==> src/rtl/button_event_pkg.sv <==
// Shared operate codes, default button-to-code table and default debounce length
// for the button event encoder.
package button_event_pkg;

   localparam logic [7:0] OP_MOVE     = 8'h4d;
   localparam logic [7:0] OP_THROW    = 8'h54;
   localparam logic [7:0] OP_GET      = 8'h47;
   localparam logic [7:0] OP_INTERACT = 8'h49;
   localparam logic [7:0] OP_PUT      = 8'h50;
   localparam logic [7:0] OP_IGNORE   = 8'h00;

   localparam int DEBOUNCE_CNT_DEFAULT = 1_000_000;

   // byte i = code of button i; order up, down, center, left, right
   localparam logic [39:0] OPCODE_TABLE_DEFAULT = {OP_PUT, OP_GET, OP_INTERACT, OP_THROW, OP_MOVE};

endpackage

==> src/rtl/button_event_encoder_if.sv <==
// Valid/ready event stream from the button encoder to the UART transmit path.
interface button_event_encoder_if;

   logic [7:0] data_operate;
   logic       operate_valid;
   logic       operate_ready;

   modport master (output data_operate, output operate_valid, input operate_ready);
   modport slave  (input data_operate, input operate_valid, output operate_ready);

endinterface

==> src/rtl/button_debounce.sv <==
// One button: 2-FF synchroniser followed by a stable-run counter that toggles the
// debounced level after DEBOUNCE_CNT consecutive disagreeing samples.
module button_debounce
   import button_event_pkg::*;
#(
   parameter int DEBOUNCE_CNT = DEBOUNCE_CNT_DEFAULT,
   parameter int CNT_W        = 21
) (
   input  logic uart_clk,
   input  logic rst_n,
   input  logic raw,
   output logic deb
);

   logic             sync_a;
   logic             sync_b;
   logic [CNT_W-1:0] cnt;

   always_ff @(posedge uart_clk) begin
      if (!rst_n) begin
         sync_a <= 1'b0;
         sync_b <= 1'b0;
         deb    <= 1'b0;
         cnt    <= '0;
      end else begin
         sync_a <= raw;
         sync_b <= sync_a;
         if (sync_b == deb) begin
            cnt <= '0;
         end else if (cnt == CNT_W'(DEBOUNCE_CNT - 1)) begin
            deb <= ~deb;
            cnt <= '0;
         end else begin
            cnt <= cnt + CNT_W'(1);
         end
      end
   end

endmodule

==> src/rtl/button_event_encoder.sv <==
// Debounced push-buttons to queued 8-bit operate codes over valid/ready, plus a level
// "held" code. Define BUTTON_EVENT_AUTO_REPEAT_EN to add hold-to-repeat events.
module button_event_encoder
   import button_event_pkg::*;
#(
   parameter int                       NUM_BUTTONS  = 5,
   parameter int                       DEBOUNCE_CNT = DEBOUNCE_CNT_DEFAULT,
   parameter int                       CNT_W        = 21,
   parameter int                       FIFO_DEPTH   = 4,
   parameter logic [NUM_BUTTONS*8-1:0] OPCODE_TABLE = OPCODE_TABLE_DEFAULT,
   parameter logic [7:0]               IGNORE_CODE  = OP_IGNORE
`ifdef BUTTON_EVENT_AUTO_REPEAT_EN
   ,
   parameter int                       REPEAT_DELAY  = 25_000_000,
   parameter int                       REPEAT_PERIOD = 5_000_000
`endif
) (
   input  logic                          uart_clk,
   input  logic                          rst_n,
   input  logic [NUM_BUTTONS-1:0]        buttons_raw,
   button_event_encoder_if.master        op,
   output logic [7:0]                    held_operate,
   output logic [$clog2(FIFO_DEPTH):0]   fifo_count,
   output logic                          overflow
);

   localparam int PW = $clog2(FIFO_DEPTH);

   logic [NUM_BUTTONS-1:0] deb;
   logic [NUM_BUTTONS-1:0] deb_prev;
   logic                   deb_onehot;
   logic [7:0]             deb_code;
   logic                   press_evt;
   logic                   push;

   logic [7:0]  mem [FIFO_DEPTH];
   logic [PW-1:0] wr_ptr;
   logic [PW-1:0] rd_ptr;
   logic [PW-1:0] rd_nxt;
   logic [PW:0]   count;
   logic [PW:0]   cnt_nxt;
   logic [7:0]    head_nxt;
   logic          pop;
   logic          full;
   logic          do_push;

   for (genvar g = 0; g < NUM_BUTTONS; g++) begin : g_deb
      button_debounce #(
         .DEBOUNCE_CNT (DEBOUNCE_CNT),
         .CNT_W        (CNT_W)
      ) u_deb (
         .uart_clk (uart_clk),
         .rst_n    (rst_n),
         .raw      (buttons_raw[g]),
         .deb      (deb[g])
      );
   end

   assign deb_onehot = (deb != '0) && ((deb & (deb - NUM_BUTTONS'(1))) == '0);

   always_comb begin
      deb_code = IGNORE_CODE;
      for (int i = 0; i < NUM_BUTTONS; i++) begin
         if (deb[i]) deb_code = OPCODE_TABLE[8*i +: 8];
      end
   end

   // a rise only counts when it leaves exactly one button held
   assign press_evt = deb_onehot && ((deb & ~deb_prev) != '0);

`ifdef BUTTON_EVENT_AUTO_REPEAT_EN
   localparam int RW = $clog2((REPEAT_DELAY > REPEAT_PERIOD ? REPEAT_DELAY : REPEAT_PERIOD) + 1);

   logic [RW-1:0] rpt_cnt;
   logic          rpt_armed;
   logic          rpt_evt;

   assign rpt_evt = rpt_armed && (deb == deb_prev) && (rpt_cnt == '0);

   // any change of the held set restarts timing; only a press arms it
   always_ff @(posedge uart_clk) begin
      if (!rst_n) begin
         rpt_armed <= 1'b0;
         rpt_cnt   <= '0;
      end else if (deb != deb_prev) begin
         rpt_armed <= press_evt;
         rpt_cnt   <= RW'(REPEAT_DELAY - 1);
      end else if (rpt_armed) begin
         rpt_cnt <= (rpt_cnt == '0) ? RW'(REPEAT_PERIOD - 1) : rpt_cnt - RW'(1);
      end
   end

   assign push = press_evt | rpt_evt;
`else
   assign push = press_evt;
`endif

   assign pop     = op.operate_valid & op.operate_ready;
   assign full    = (count == (PW+1)'(FIFO_DEPTH));
   assign do_push = push & (~full | pop);

   // next-state head so the handshake outputs can be registered
   always_comb begin
      rd_nxt  = pop ? rd_ptr + PW'(1) : rd_ptr;
      cnt_nxt = count;
      if (do_push && !pop) cnt_nxt = count + (PW+1)'(1);
      else if (!do_push && pop) cnt_nxt = count - (PW+1)'(1);
      head_nxt = (do_push && (wr_ptr == rd_nxt)) ? deb_code : mem[rd_nxt];
   end

   always_ff @(posedge uart_clk) begin
      if (do_push) mem[wr_ptr] <= deb_code;
   end

   always_ff @(posedge uart_clk) begin
      if (!rst_n) begin
         wr_ptr           <= '0;
         rd_ptr           <= '0;
         count            <= '0;
         overflow         <= 1'b0;
         op.operate_valid <= 1'b0;
         op.data_operate  <= IGNORE_CODE;
         held_operate     <= IGNORE_CODE;
         deb_prev         <= '0;
      end else begin
         if (do_push) wr_ptr <= wr_ptr + PW'(1);
         if (push && !do_push) overflow <= 1'b1;
         rd_ptr           <= rd_nxt;
         count            <= cnt_nxt;
         op.operate_valid <= (cnt_nxt != '0);
         op.data_operate  <= (cnt_nxt != '0) ? head_nxt : IGNORE_CODE;
         held_operate     <= deb_onehot ? deb_code : IGNORE_CODE;
         deb_prev         <= deb;
      end
   end

   assign fifo_count = count;

endmodule

==> src/flat_wrapper.sv <==
// flat-port wrapper written by rule: the top's interface ports become plain ports
module button_event_encoder_flat import button_event_pkg::*;
#(
   parameter int                       NUM_BUTTONS  = 5,
   parameter int                       DEBOUNCE_CNT = DEBOUNCE_CNT_DEFAULT,
   parameter int                       CNT_W        = 21,
   parameter int                       FIFO_DEPTH   = 4,
   parameter logic [NUM_BUTTONS*8-1:0] OPCODE_TABLE = OPCODE_TABLE_DEFAULT,
   parameter logic [7:0]               IGNORE_CODE  = OP_IGNORE

)
  (uart_clk, rst_n, buttons_raw, held_operate, fifo_count, overflow, op_data_operate, op_operate_valid, op_operate_ready);
  button_event_encoder_if op_i ();
  input  logic uart_clk;
  input  logic rst_n;
  input  logic [NUM_BUTTONS-1:0] buttons_raw;
  output logic [7:0] held_operate;
  output logic [$clog2(FIFO_DEPTH):0] fifo_count;
  output logic overflow;
  output wire logic [$bits(op_i.data_operate)-1:0] op_data_operate;
  output wire logic [$bits(op_i.operate_valid)-1:0] op_operate_valid;
  input wire logic [$bits(op_i.operate_ready)-1:0] op_operate_ready;
  assign op_data_operate = op_i.data_operate;
  assign op_operate_valid = op_i.operate_valid;
  assign op_i.operate_ready = op_operate_ready;
  button_event_encoder #(.NUM_BUTTONS(NUM_BUTTONS), .DEBOUNCE_CNT(DEBOUNCE_CNT), .CNT_W(CNT_W), .FIFO_DEPTH(FIFO_DEPTH), .OPCODE_TABLE(OPCODE_TABLE), .IGNORE_CODE(IGNORE_CODE)) u_core (.uart_clk(uart_clk), .rst_n(rst_n), .buttons_raw(buttons_raw), .op(op_i), .held_operate(held_operate), .fifo_count(fifo_count), .overflow(overflow));
endmodule
==> config.mk <==
export PLATFORM = sky130hd
export DESIGN_NAME = button_event_encoder_flat
export DESIGN_NICKNAME = d
export VERILOG_FILES = /design/src/rtl/button_event_pkg.sv /design/src/rtl/button_event_encoder_if.sv /design/src/rtl/button_debounce.sv /design/src/rtl/button_event_encoder.sv /design/src/flat_wrapper.sv
export SDC_FILE = /design/constraint.sdc
export NUM_CORES = 1
export LEC_CHECK = 0
export BUFFER_PORTS_ARGS = -buffer_cell sky130_fd_sc_hd__clkbuf_2
export CAP_MARGIN = 40
export CORE_AREA = 4 4 129 131
export CTS_BUF_LIST = sky130_fd_sc_hd__clkbuf_2
export DETAILED_ROUTE_END_ITERATION = 8
export DIE_AREA = 0 0 133 135
export GPL_TIMING_DRIVEN = 1
export HOLD_SLACK_MARGIN = 0.03
export PLACE_DENSITY = 0.7
export SYNTH_ARGS = -nofsm -noshare
export SYNTH_HDL_FRONTEND = slang
export SYNTH_HIERARCHICAL = 1
export SYNTH_SLANG_ARGS = --single-unit
==> constraint.sdc <==
create_clock -name uart_clk -period 4.4 [get_ports uart_clk]
set_clock_uncertainty 0.05 [all_clocks]
set_input_delay 0.66 -clock uart_clk [delete_from_list [all_inputs] [get_ports uart_clk]]
set_output_delay 0.66 -clock uart_clk [all_outputs]
set_load 0.05 [all_outputs]
After elaboration in Yosys (flattened, before gate mapping)
Memories as Yosys holds them, arrays and structs flattened. A register that Yosys moved wholly into a read port is not among the register bits.
Index checks and enable logic that the tools add are counted.
- bits in registers: 150
- latch bits: 0
- RAM bits: 28
- memory bits (read-only): 0
- input port bits: 8
- logic and storage cells: 105
- memories: 1
- $add $sub $neg: 10
- multipliers: 0
- divide/modulo/power cells: 0
- order comparisons: 0
- equal/unequal tests: 12
- shift-type cells: 0
- multiplexer cells: 11
- bitwise operators: 18
- reductions and logical operators: 25
- memories (name ; words ; bits a word ; read ports ; clocked after Yosys merged registers in ; write ports ; RTL line ; text):
    u_core.mem ; 4 ; 7 ; 1 ; 1 ; 1 ; button_event_encoder.sv:36 ; logic [7:0] mem [FIFO_DEPTH];
- operators by type and width (kind ; number):
    $add A21 B1 Y21 const B ; 5
    $eq A21 B20 Y1 const B ; 5
    $mux W7 ; 5
    $reduce_or A3 Y1 ; 5
    $reduce_and A2 Y1 ; 7
    $not A1 Y1 ; 12
    $and A5 B5 Y5 ; 2
    $reduce_bool A5 Y1 ; 2
    $mux W8 ; 1
    $logic_and A1 B1 Y1 ; 6
    $mux W3 ; 2
    $eq A1 B1 Y1 ; 5
    $logic_not A5 Y1 ; 1
    $not A5 Y5 ; 1
    $sub A5 B1 Y5 const B ; 1
    $add A2 B1 Y2 const B ; 2
    $add A3 B1 Y3 const B ; 1
    $eq A3 B3 Y1 const B ; 1
    $logic_not A1 Y1 ; 3
    $reduce_bool A3 Y1 ; 1
    $sub A3 B1 Y3 const B ; 1
    $and A1 B1 Y1 ; 2
    $eq A2 B2 Y1 ; 1
    $mux W1 ; 2
    other kinds (2) ; 2

Longest topological paths before layout
Gate-level depths: netlist (run 1).
- depth after elaboration: 13
- mapped depth: 7

Modules after synthesis
Netlist (run 1), hierarchy kept.
- modules (own cells, without submodules) (module ; times used ; cells an instance ; area each (µm²) ; sequential area each (µm²)):
    button_debounce at u_core.g_deb[0].u_deb ... ; 4 ; 119 ; 1093.5 ; 480.5
    button_event_encoder ; 1 ; 183 ; 2219.6 ; 1241.2
    button_debounce at u_core.g_deb[3].u_deb ; 1 ; 119 ; 1086.0 ; 480.5

Least setup slack after synthesis (run 1)
OpenSTA, ideal clock, no wires.
- path type: reg2reg
- from: register u_core.op.operate_valid
- to: register u_core.op.data_operate[0], read port of u_core.mem
- setup time: 139 ps
- data arrival time: 2020 ps
- data required time: 4211 ps
- setup slack: 2191 ps
- cell stages (with the launch flop): 8
- buffers on the path: 1
- period minus slack after synthesis: 2209 ps
- cell sequence: dfxtp_1 and2_1 buf_2 nand2_1 xnor2_1 mux4_2 mux2i_1 a211oi_1
- cells in the longest elaborated chain, start to end: 10
- elaborated cells on any way between the ends: 13
- classes of those cells: mux (3); bitwise (3); reduce/logical (7)
- RTL lines (what ; RTL line ; text):
    start, declared ; button_event_encoder_if.sv:8 ; modport master (output data_operate, output operate_valid, input operate_ready);
    start signal, assigned ; button_event_encoder.sv:130 ; op.operate_valid <= (cnt_nxt != '0);
    $and A1 B1 Y1 * ; button_event_encoder.sv:98 ; assign pop = op.operate_valid & op.operate_ready;
    $or A1 B1 Y1 ; button_event_encoder.sv:100 ; assign do_push = push & (~full | pop);
    $and A1 B1 Y1 ; button_event_encoder.sv:100 ;
    $logic_not A1 Y1 ; button_event_encoder.sv:107 ; else if (!do_push && pop) cnt_nxt = count - (PW+1)'(1);
    $logic_and A1 B1 Y1 ; button_event_encoder.sv:107 ;
    $mux W3 ; button_event_encoder.sv:107 ;
    $mux W3 ; button_event_encoder.sv:106 ; if (do_push && !pop) cnt_nxt = count + (PW+1)'(1);
    $reduce_bool A3 Y1 ; button_event_encoder.sv:131 ; op.data_operate <= (cnt_nxt != '0) ? head_nxt : IGNORE_CODE;
    $reduce_and A2 Y1 (no source line) ; n/a ;
    $logic_not A1 Y1 (no source line) ; n/a ;
    end, declared ; button_event_encoder_if.sv:8 ;
Every way passes the cells marked *; elsewhere a longest branch is shown, timed or not.
A chain may end at the register's enable or synchronous reset.

Final worst setup path (run 1)
- from: register u_core.g_deb[3].u_deb.deb
- to: register u_core.op.data_operate[0], read port of u_core.mem
- cells in the longest elaborated chain, start to end: 13
- elaborated cells on any way between the ends: 17
- classes of those cells: add/sub (1); mux (2); bitwise (3); reduce/logical (11)
- RTL lines (what ; RTL line ; text):
    start, declared ; button_debounce.sv:12 ; output logic deb
    start signal, assigned ; button_debounce.sv:31 ; deb <= ~deb;
    $sub A5 B1 Y5 ; button_event_encoder.sv:59 ; assign deb_onehot = (deb != '0) && ((deb & (deb - NUM_BUTTONS'(1))) == '0);
    $and A5 B5 Y5 ; button_event_encoder.sv:59 ;
    $logic_not A5 Y1 ; button_event_encoder.sv:59 ;
    $logic_and A1 B1 Y1 ; button_event_encoder.sv:59 ;
    $logic_and A1 B1 Y1 * ; button_event_encoder.sv:69 ; assign press_evt = deb_onehot && ((deb & ~deb_prev) != '0);
    $and A1 B1 Y1 * ; button_event_encoder.sv:100 ;
    $logic_not A1 Y1 ; button_event_encoder.sv:107 ;
    $logic_and A1 B1 Y1 ; button_event_encoder.sv:107 ;
    $mux W3 ; button_event_encoder.sv:107 ;
    $mux W3 * ; button_event_encoder.sv:106 ;
    $reduce_bool A3 Y1 * ; button_event_encoder.sv:131 ;
    $reduce_and A2 Y1 (no source line) * ; n/a ;
    $logic_not A1 Y1 (no source line) * ; n/a ;
Marked as above.

==> results of run 1 <==
## logic make-up after synthesis
family / Yosys count / synth area share [%]
AND/OR/NAND/NOR: 331 / 25.3
multiplexers: 13 / 2.74
flip-flops: 170 / 47.4
XOR/XNOR: 68 / 7.75
adder cells (fa/ha/maj): 12 / 1.95
AO/OA/AOI/OAI: 117 / 9.74
other: 1 / 0.0488
buffers and inverters: 66 / 4.99
## cell usage in the layout (no fill, tap or decap), types with 4 or more instances in the layout
cell / instances
nand3_1: 33
nor3b_1: 5
clkbuf_2: 42
or4_1: 15
mux4_2: 6
xor2_1: 61
a21oi_1: 44
ha_1: 12
or3_2: 5
a211oi_1: 6
and4_1: 5
a21boi_0: 5
inv_1: 28
nor2_1: 86
nor2b_1: 5
xnor2_1: 7
nand4_4: 9
dfxtp_1: 146
and2_1: 28
buf_4: 5
and4_2: 5
conb_1: 4
nand2_1: 39
nor4_1: 5
nor4b_1: 4
o21ai_0: 28
nand4_1: 31
edfxtp_1: 24
and2_2: 5
o31ai_1: 16
o211ai_1: 5
or3_1: 20
mux2i_1: 6
and3_1: 21
## layer usage
metal  share of wire [%]  global-route usage [%]  vias up
met5                   0                       0        -
met1                  50                    20.9     2547
met2                  46                    24.2       62
li1                    -                       -     2801
met4                 1.2                    5.14        0
met3                 2.7                    3.65       10
## cell usage after synthesis (2+ instances only)
| cell type | number |
|---|---|
| nand3_1 | 33 |
| nor4_1 | 5 |
| nor3b_1 | 5 |
| clkbuf_1 | 12 |
| and4_2 | 5 |
| a211oi_1 | 6 |
| inv_1 | 28 |
| a21boi_0 | 5 |
| and2_2 | 5 |
| o211ai_1 | 5 |
| o21ai_0 | 28 |
| nor2b_1 | 5 |
| xor2_1 | 61 |
| and4_1 | 5 |
| mux4_2 | 6 |
| mux2i_1 | 6 |
| nor2_1 | 86 |
| a22oi_1 | 2 |
| dfxtp_1 | 146 |
| a21o_1 | 2 |
| or3_1 | 20 |
| nand2_1 | 39 |
| or4_1 | 15 |
| nand4_4 | 9 |
| ha_1 | 12 |
| nand2b_1 | 2 |
| buf_2 | 5 |
| o31ai_1 | 16 |
| a21oi_1 | 44 |
| clkbuf_8 | 5 |
| nor3_1 | 2 |
| and2_1 | 28 |
| and3_1 | 21 |
| xnor2_1 | 7 |
| or3_2 | 5 |
| nand4b_1 | 2 |
| nor4b_1 | 4 |
| buf_4 | 11 |
| buf_6 | 5 |
| edfxtp_1 | 24 |
| nand4_1 | 31 |
## metrics by stage
stage	instance area (sq um)	setup slack, ns	hold slack [ns]	power (W)	cells
after floorplan	7690	2.19	0.362	0.00195	781
after global placement	7840	1.90	0.363	0.00201	988
after detailed placement	7840	1.79	0.370	0.00201	988
after CTS	8100	1.75	0.0415	0.00282	1022
after global routing	8100	1.52	0.0366	0.00291	1023
final	8100	1.73	0.129	0.00278	1023
## worst paths after layout
path,startpoint,endpoint,slack (ns)
worst min register to register,u_core/g_deb[2].u_deb/cnt[0],u_core/g_deb[2].u_deb/cnt[0],0.40
worst min-delay path,buttons_raw[2],u_core/g_deb[2].u_deb/sync_a,0.13
worst max register to register,u_core/g_deb[3].u_deb/deb,u_core/op.data_operate[0],1.73
worst max-delay path,u_core/g_deb[3].u_deb/deb,u_core/op.data_operate[0],1.73
## cell type report
class | instances | area [sq um] | area share, %
diodes | 1 | 2.50 | 0.0309
clock buffers | 18 | 90.1 | 1.11
clock inverters | 14 | 145 | 1.79
inverters | 28 | 105 | 1.30
multi-input cells | 545 | 3660 | 45.2
flip-flops and latches | 170 | 3640 | 45.0
well taps | 216 | 270 | 3.34
repair buffers | 31 | 178 | 2.19
## report_power, final
group | switching [W] | leakage [nW] | internal [W] | total, W
Sequential | 0.0000298 | 1.40 | 0.00161 | 0.00164
Combinational | 0.000225 | 1.37 | 0.000116 | 0.000341
Clock | 0.000532 | 0.143 | 0.000267 | 0.000800
## sequential cells by signal, indices dropped and copies added, names as in the netlist, 3 cells and up
name	cells
u_core/g_deb.u_deb/sync_b	5
u_core/held_operate	6
u_core/fifo_count	3
u_core/g_deb.u_deb/deb	5
u_core/deb_prev	5
u_core/g_deb.u_deb/sync_a	5
u_core/g_deb.u_deb/cnt	105
u_core/op.data_operate	6
u_core/mem	24
## timing repair
item	CTS	global route
resized for setup	0	0
hold buffers	2	0
hold endpoints to repair	2	0
==> reports/results.ini, run 1 <==
[status]
outcome=finished clean

[synth]
synth-edff-count=24
synth_area_leaders=dfxtp_1 38%, edfxtp_1 9.4%, xor2_1 7.0%, nor2_1 4.2%, a21oi_1 2.9%
synthCells=778
synth_top_area_share_pct=38.1
synth_top_cell_by_area=dfxtp_1
synthArstFlopShare_pct=0
avgSynthCellArea_sq_um=9.87
syn_area_sq_um=7680
synth.yosys.seq_area_share_pct=47.4
ys_warn_count=6
ys.flop_type=dfxtp_1
synth_seq_cells=170
synth_cell_types=56

[floorplanning]
fp.dieH_um=135
start_util_pct=49.2
io_pins=29
die_area_sq_um=18000
fp-row-count=46
core_area_sq_um=15600
die_x_um=133

[cts]
root_buffer=clkbuf_2
ctsLongestPathBuffers=2
clk_latency_ns=0.72
clk_pin_slew_ns=0.24
clkSinkCount=170
cts_max_level=4
cts_tree=yes
cts_setup_buffers=0
cts_buffers=17

[global_routing]
grt_max_degree=32
antenna_found_initial=1
grt_use_total_pct=15.3
grt.overflow.total=0
grt_pass1_wl_um=23100
grt_pass1_vias=5000

[min_path]
min_path_type=in2reg
holdPathStages=2

[setup_path]
worst_ep_required_time_ns=4.95
critical_path_arrival_ns=3.22
critPathLaunchType=flop
cp_cell_sequence=nor2b_1 -> o21ai_1 -> a22oi_4 -> mux2_4 -> o311ai_4 -> a211oi_1
crit_type=reg2reg
max_stage_delay_ns=0.53
crit_family=compound AO/OA/AOI/OAI gates
end_kind=flop
critPathMaxFanout=17
reg2reg_depth=6
path_depth=6
worst_path_max_delay_cell=dfxtp_1
path_buf_inv=0

[sta]
min_period_over_period_pct=60.7
drv_slew=0
worstMarginPinSlew_ns=0.622
rsz0062_at_grt=no
setup_violations=0
max_slew_margin_pct=58.2
fin_tns_setup_ns=0
fmax_ghz=0.374
period_needed_ns=2.67
hold_violations=0

[layout]
area_growth_pct=5.46
drive_gt1_share_pct=11.9
fillCellCount=1399
finish.utilization_pct=51.9
num-nets-final=813

[route]
drc=0
ant_nets=0
wl_per_cell_um=12.8
vias=5420
viasPerCell=5.30
firstDrtPassIters=4
drt_iter0_drc=390
routed_wirelength_um=13100

[run]
drv_cap=0

[placement]
detailed_place_hpwl_um=8900
port-buffer-count=24
place.gp.congestion=0.773

[pwr]
power.leakage_nw=2.92
powerDensity_nw_per_um2=343
vdd_drop_max_mv=0.198

Power figures use the tool's default switching activity.
==> inputs of run 2 (changes only) <==
==> constraint.sdc (replaced) <==
create_clock -name uart_clk -period 2.7 [get_ports uart_clk]
set_clock_uncertainty 0.05 [all_clocks]
set_input_delay 0.405 -clock uart_clk [delete_from_list [all_inputs] [get_ports uart_clk]]
set_output_delay 0.405 -clock uart_clk [all_outputs]
set_load 0.05 [all_outputs]
==> reports/results.ini, run 2 (same netlist as run 1, synthesis figures left out) <==
[global_routing]
antenna_found_initial=1  ; unchanged
grt_pass1_vias=4987  ; was 5,000
grt_pass1_wl_um=23200  ; was 23,100 um
grt_max_degree=32  ; unchanged
grt.overflow.total=0  ; unchanged
grt_use_total_pct=15.6  ; was 15.3%

[route]
drc=0  ; unchanged
firstDrtPassIters=5  ; was 4
ant_nets=0  ; unchanged
drt_iter0_drc=382  ; was 390
routed_wirelength_um=13200  ; was 13,100 um
wl_per_cell_um=12.8  ; about the same
vias=5482  ; was 5,420
viasPerCell=5.33  ; was 5.30

[layout]
top_regs=u_core/g_deb.u_deb/cnt (105), u_core/mem (24)  ; unchanged
num-nets-final=819  ; was 813
area_growth_pct=5.83  ; was 5.46%
mostFrequentLayoutCells=146 x dfxtp_1, 86 x nor2_1, 61 x xor2_1  ; unchanged
largest_register_ffs=105  ; unchanged
final_common_cell=dfxtp_1  ; unchanged
top_register=u_core/g_deb.u_deb/cnt  ; unchanged
drive_gt1_share_pct=12.3  ; was 11.9%

[floorplanning]
core_area_sq_um=15600  ; unchanged
fp.dieH_um=135  ; unchanged
die_area_sq_um=18000  ; unchanged
die_x_um=133  ; unchanged
fp-row-count=46  ; unchanged
start_util_pct=49.2  ; unchanged
io_pins=29  ; unchanged

[pwr]
power.leakage_nw=2.92  ; about the same
vdd_drop_max_mv=0.262  ; was 0.198 mV
powerDensity_nw_per_um2=546  ; was 343 nW/um^2
power_w=0.00444  ; was 0.00278 W

[cts]
clk_pin_slew_ns=0.25  ; was 0.24 ns
root_buffer=clkbuf_2  ; unchanged
cts_max_level=4  ; unchanged
clkSinkCount=170  ; unchanged
clk_latency_ns=0.73  ; was 0.72 ns
ctsLongestPathBuffers=2  ; unchanged
cts_setup_buffers=0  ; unchanged
cts_tree=yes  ; unchanged
cts_buffers=17  ; unchanged

[setup_path]
worst_ep_required_time_ns=3.30  ; was 4.95 ns
critical_path_arrival_ns=2.88  ; was 3.22 ns
startpoint=u_core/g_deb[0].u_deb/deb  ; was u_core/g_deb[3].u_deb/deb
crit_type=reg2reg  ; unchanged
reg2reg_depth=7  ; was 6
end_kind=flop  ; unchanged
crit_end=u_core/op.data_operate[6]  ; was u_core/op.data_operate[0]
critPathMaxFanout=11  ; was 17
r2r-start=u_core/g_deb[0].u_deb/deb  ; was u_core/g_deb[3].u_deb/deb
r2r-end=u_core/op.data_operate[6]  ; was u_core/op.data_operate[0]
r2r_setup_slack_ns=0.42  ; was 1.73 ns
critPathLaunchType=flop  ; unchanged

[sta]
min_period_over_period_pct=84.4  ; was 60.7%
setup_violations=0  ; unchanged
rsz0062_at_grt=no  ; unchanged
hold_violations=0  ; unchanged
drv_slew=0  ; unchanged
fmax_ghz=0.439  ; was 0.374 GHz
fin_tns_setup_ns=0  ; unchanged
holdWs_ns=0.136  ; was 0.129 ns
period_needed_ns=2.28  ; was 2.67 ns
worstMarginPinSlew_ns=0.584  ; was 0.622 ns
max_slew_margin_pct=61.1  ; was 58.2%

[min_path]
holdPathStages=4  ; was 2
min_path_type=in2reg  ; unchanged

[placement]
detailed_place_hpwl_um=8870  ; was 8900 um
port-buffer-count=24  ; unchanged
place.gp.congestion=0.761  ; was 0.773

[run]
drv_cap=0  ; unchanged

[status]
outcome=finished clean  ; unchanged

run 2: cell type report:
| type | count | area [sq um] |
|---|---|---|
| Antenna cell | 1 | 2.50 |
| Clock buffer | 17 | 85.1 |
| Clock inverter | 15 | 126 |
| Fill cell | 1417 | 7470 |
| Inverter | 28 | 105 |
| Multi-Input combinational cell | 545 | 3660 |
| Sequential cell | 170 | 3640 |
| Tap cell | 216 | 270 |
| Timing Repair Buffer | 37 | 230 |
run 2: repair_timing:
item	4_1_cts	5_1_grt
hold endpoints to repair	5	0
hold buffers	5	0
gates resized for setup	0	0
endpoints found under the setup margin	0	0
run 2: worst min path at each step:
stage | start | slack [ns] | end
finish | op_operate_ready | 0.14 | u_core/overflow
detailed placement | u_core/g_deb[4].u_deb/sync_a | 0.37 | u_core/g_deb[4].u_deb/sync_b
floorplan | u_core/g_deb[0].u_deb/sync_a | 0.36 | u_core/g_deb[0].u_deb/sync_b
CTS | op_operate_ready | 0.05 | u_core/overflow
global placement | u_core/g_deb[2].u_deb/sync_a | 0.36 | u_core/g_deb[2].u_deb/sync_b
global route | op_operate_ready | 0.07 | u_core/overflow
run 2: routing by layer:
| metal | vias up | part of all wire (%) | GRT usage (%) |
|---|---|---|---|
| met1 | 2590 | 49 | 21.2 |
| met2 | 76 | 46 | 24.5 |
| met4 | 0 | 1.5 | 5.37 |
| met5 | - | 0 | 0 |
| met3 | 14 | 3.2 | 3.69 |
| li1 | 2802 | - | - |
run 2: metrics by stage:
stage,util [%],setup WS (ns),cell area [sq um],cells
finish,52.1,0.421,8130,1029
global route,52.1,0.147,8130,1029
CTS,52.1,0.410,8130,1028
detailed placement,50.4,0.472,7860,991
global placement,50.4,0.520,7860,991
floorplan,-,0.491,7690,781
run 2: worst max-delay path, cell delays in order, from the launching register on:
cell and delay (ns):
dfxtp_1 0.55, nor2b_1 0.25, o311ai_2 0.16, a22oi_4 0.32, buf_4 0.23, mux2i_1 0.22, o221ai_2 0.19, a211oi_1 0.23
run 2: power breakdown:
part	total, W	leakage, nW	switching, W	internal [W]
Combinational	0.000558	1.40	0.000364	0.000194
Clock	0.00121	0.120	0.000880	0.000330
Sequential	0.00267	1.40	0.0000481	0.00262
Total	0.00444	2.92	0.00129	0.00314
==> inputs of run 3 (changes only) <==
--- a/config.mk
+++ b/config.mk
@@ -13,7 +13,7 @@
 export DIE_AREA = 0 0 133 135
 export GPL_TIMING_DRIVEN = 1
 export HOLD_SLACK_MARGIN = 0.03
-export PLACE_DENSITY = 0.7
+export PLACE_DENSITY = 0.73
 export SYNTH_ARGS = -nofsm -noshare
 export SYNTH_HDL_FRONTEND = slang
 export SYNTH_HIERARCHICAL = 1
==> constraint.sdc (replaced) <==
create_clock -name uart_clk -period 1.9 [get_ports uart_clk]
set_clock_uncertainty 0.05 [all_clocks]
set_input_delay 0.285 -clock uart_clk [delete_from_list [all_inputs] [get_ports uart_clk]]
set_output_delay 0.285 -clock uart_clk [all_outputs]
set_load 0.05 [all_outputs]
==> reports/results.ini, run 3 (same netlist as run 1, synthesis figures left out) <==
[layout]
top_register=u_core/g_deb.u_deb/cnt  ; unchanged
num-nets-final=863  ; was 819
drive_gt1_share_pct=19.3  ; was 12.3%
final_common_cell=dfxtp_1  ; unchanged
top_regs=u_core/g_deb.u_deb/cnt (105), u_core/mem (24)  ; unchanged
mostFrequentLayoutCells=137 x dfxtp_1, 85 x nor2_1, 61 x xor2_1  ; was 146 x dfxtp_1, 86 x nor2_1, 61 x xor2_1
largest_register_ffs=105  ; unchanged
area_growth_pct=12.9  ; was 5.83%

[route]
routed_wirelength_um=13500  ; was 13,200 um
viasPerCell=5.24  ; was 5.33
firstDrtPassIters=9  ; was 5
drt_iter0_drc=348  ; was 382
wl_per_cell_um=12.6  ; was 12.8 um
drc=0  ; unchanged
vias=5619  ; was 5,482
ant_nets=0  ; unchanged

[setup_path]
crit_type=reg2reg  ; unchanged
r2r-end=u_core/op.data_operate[0]  ; was u_core/op.data_operate[6]
worst_path_max_delay_cell=dfxtp_4  ; was dfxtp_1
cp_cell_sequence=a222oi_1 -> buf_4 -> a22oi_4 -> mux2_4 -> o311ai_4 -> a211oi_1  ; was nor2b_1 -> o311ai_2 -> a22oi_4 -> buf_4 -> mux2i_1 -> o221ai_2 -> a211oi_1
max_stage_delay_ns=0.42  ; was 0.55 ns
startpoint=u_core/g_deb[3].u_deb/deb  ; was u_core/g_deb[0].u_deb/deb
reg2reg_depth=6  ; was 7
r2r_setup_slack_ns=-0.09  ; was 0.42 ns
critical_path_arrival_ns=2.58  ; was 2.88 ns
end_kind=flop  ; unchanged
critPathMaxFanout=7  ; was 11
critPathLaunchType=flop  ; unchanged
worst_ep_required_time_ns=2.49  ; was 3.30 ns
r2r-start=u_core/g_deb[3].u_deb/deb  ; was u_core/g_deb[0].u_deb/deb

[min_path]
whs_endpoint=u_core/g_deb[2].u_deb/deb  ; was u_core/overflow
holdPathStages=3  ; was 4
min_path_type=in2reg  ; unchanged
hp-start=rst_n  ; was op_operate_ready

[sta]
rsz0062_at_grt=yes  ; was no
drv_slew=0  ; unchanged
timing.final.ws_setup_ns=-0.0920  ; was 0.421 ns
holdWs_ns=0.0948  ; was 0.136 ns
hold_violations=0  ; unchanged
min_period_over_period_pct=105  ; was 84.4%
setup_violations=7  ; was 0
period_needed_ns=1.99  ; was 2.28 ns
fmax_ghz=0.502  ; was 0.439 GHz

[status]
outcome=finished, violations left  ; was finished clean
violations=setup timing

[floorplanning]
die_area_sq_um=18000  ; unchanged
core_area_sq_um=15600  ; unchanged
start_util_pct=49.2  ; unchanged
die_x_um=133  ; unchanged
fp.dieH_um=135  ; unchanged
fp-row-count=46  ; unchanged
io_pins=29  ; unchanged

[global_routing]
grt_pass1_vias=5172  ; was 4,987
antenna_found_initial=1  ; unchanged
grt_use_total_pct=15.8  ; was 15.6%
grt_max_degree=22  ; was 32
grt.overflow.total=0  ; unchanged
grt_pass1_wl_um=23800  ; was 23,200 um

[cts]
ctsLongestPathBuffers=2  ; unchanged
clk_pin_slew_ns=0.25  ; about the same
root_buffer=clkbuf_2  ; unchanged
clkSinkCount=170  ; unchanged
cts_tree=yes  ; unchanged
cts_max_level=4  ; unchanged
cts_buffers=17  ; unchanged
clk_latency_ns=0.73  ; about the same

[pwr]
power.leakage_nw=3.22  ; was 2.92 nW
vdd_drop_max_mv=0.468  ; was 0.262 mV
powerDensity_nw_per_um2=773  ; was 546 nW/um^2
power_w=0.00670  ; was 0.00444 W

[placement]
port-buffer-count=24  ; unchanged
place.gp.congestion=0.841  ; was 0.761
detailed_place_hpwl_um=9510  ; was 8870 um
place_ws_ns=-0.101  ; was 0.472 ns

[run]
drv_cap=0  ; unchanged

run 3: worst max path at each step:
stage                                endpoint  slack (ns)  depth (start not counted)
floorplan           u_core/op.data_operate[0]       -0.03                          6
global placement    u_core/op.data_operate[2]       -0.06                          6
detailed placement  u_core/op.data_operate[3]       -0.10                          6
CTS                 u_core/op.data_operate[0]       -0.07                          6
global route        u_core/op.data_operate[0]       -0.21                          6
finish              u_core/op.data_operate[0]       -0.09                          6
run 3: through the flow:
stage                     utilization, %  std cells  TNS, ns  cell area (sq um)
after floorplan                        -        781   -0.220               7770
after global placement              52.8       1027   -0.404               8240
after detailed placement            52.8       1027   -0.646               8240
after CTS                           55.4       1072   -0.421               8640
after global routing                55.6       1073    -1.39               8670
final                               55.6       1073   -0.605               8670
run 3: what timing repair did:
item,CTS,global route
hold buffers,11,0
buffers inserted,2,0
endpoints found under the hold margin,20,0
gates resized for setup,9,9
setup endpoints to repair,10,28
gates cloned,0,0
pin swaps,3,3
run 3: report_power, final:
| part | internal [W] | switching, W | leakage (nW) |
|---|---|---|---|
| clock network | 0.000643 | 0.00131 | 0.144 |
| registers | 0.00373 | 0.0000482 | 1.41 |
| logic | 0.000390 | 0.000588 | 1.67 |
| total | 0.00476 | 0.00194 | 3.22 |
run 3: metal layers:
metal	part of all wire [%]	vias to the layer above	GRT usage (%)	routed length, um
li1	-	2906	-	-
met1	48	2619	20.8	6520
met2	47	74	26.0	6400
met3	3.1	20	3.20	425
met4	1.4	0	5.25	194
met5	0	-	0	0
run 3: layout make-up:
cell class,instances,area (sq um)
Clock inverter,14,161
Fill cell,1374,6930
Sequential cell,170,3660
Inverter,28,105
Multi-Input combinational cell,545,3760
Timing Repair Buffer,81,622
Tap cell,216,270
Clock buffer,18,90.1
Antenna cell,1,2.50
run 3: critical path, delay by kind of cell (launching register included):
kind	cells	cell delay (ns)
AOI/OAI and AO/OA	4	0.92
buffers and inverters	1	0.19
DFF	1	0.42
muxes	1	0.33
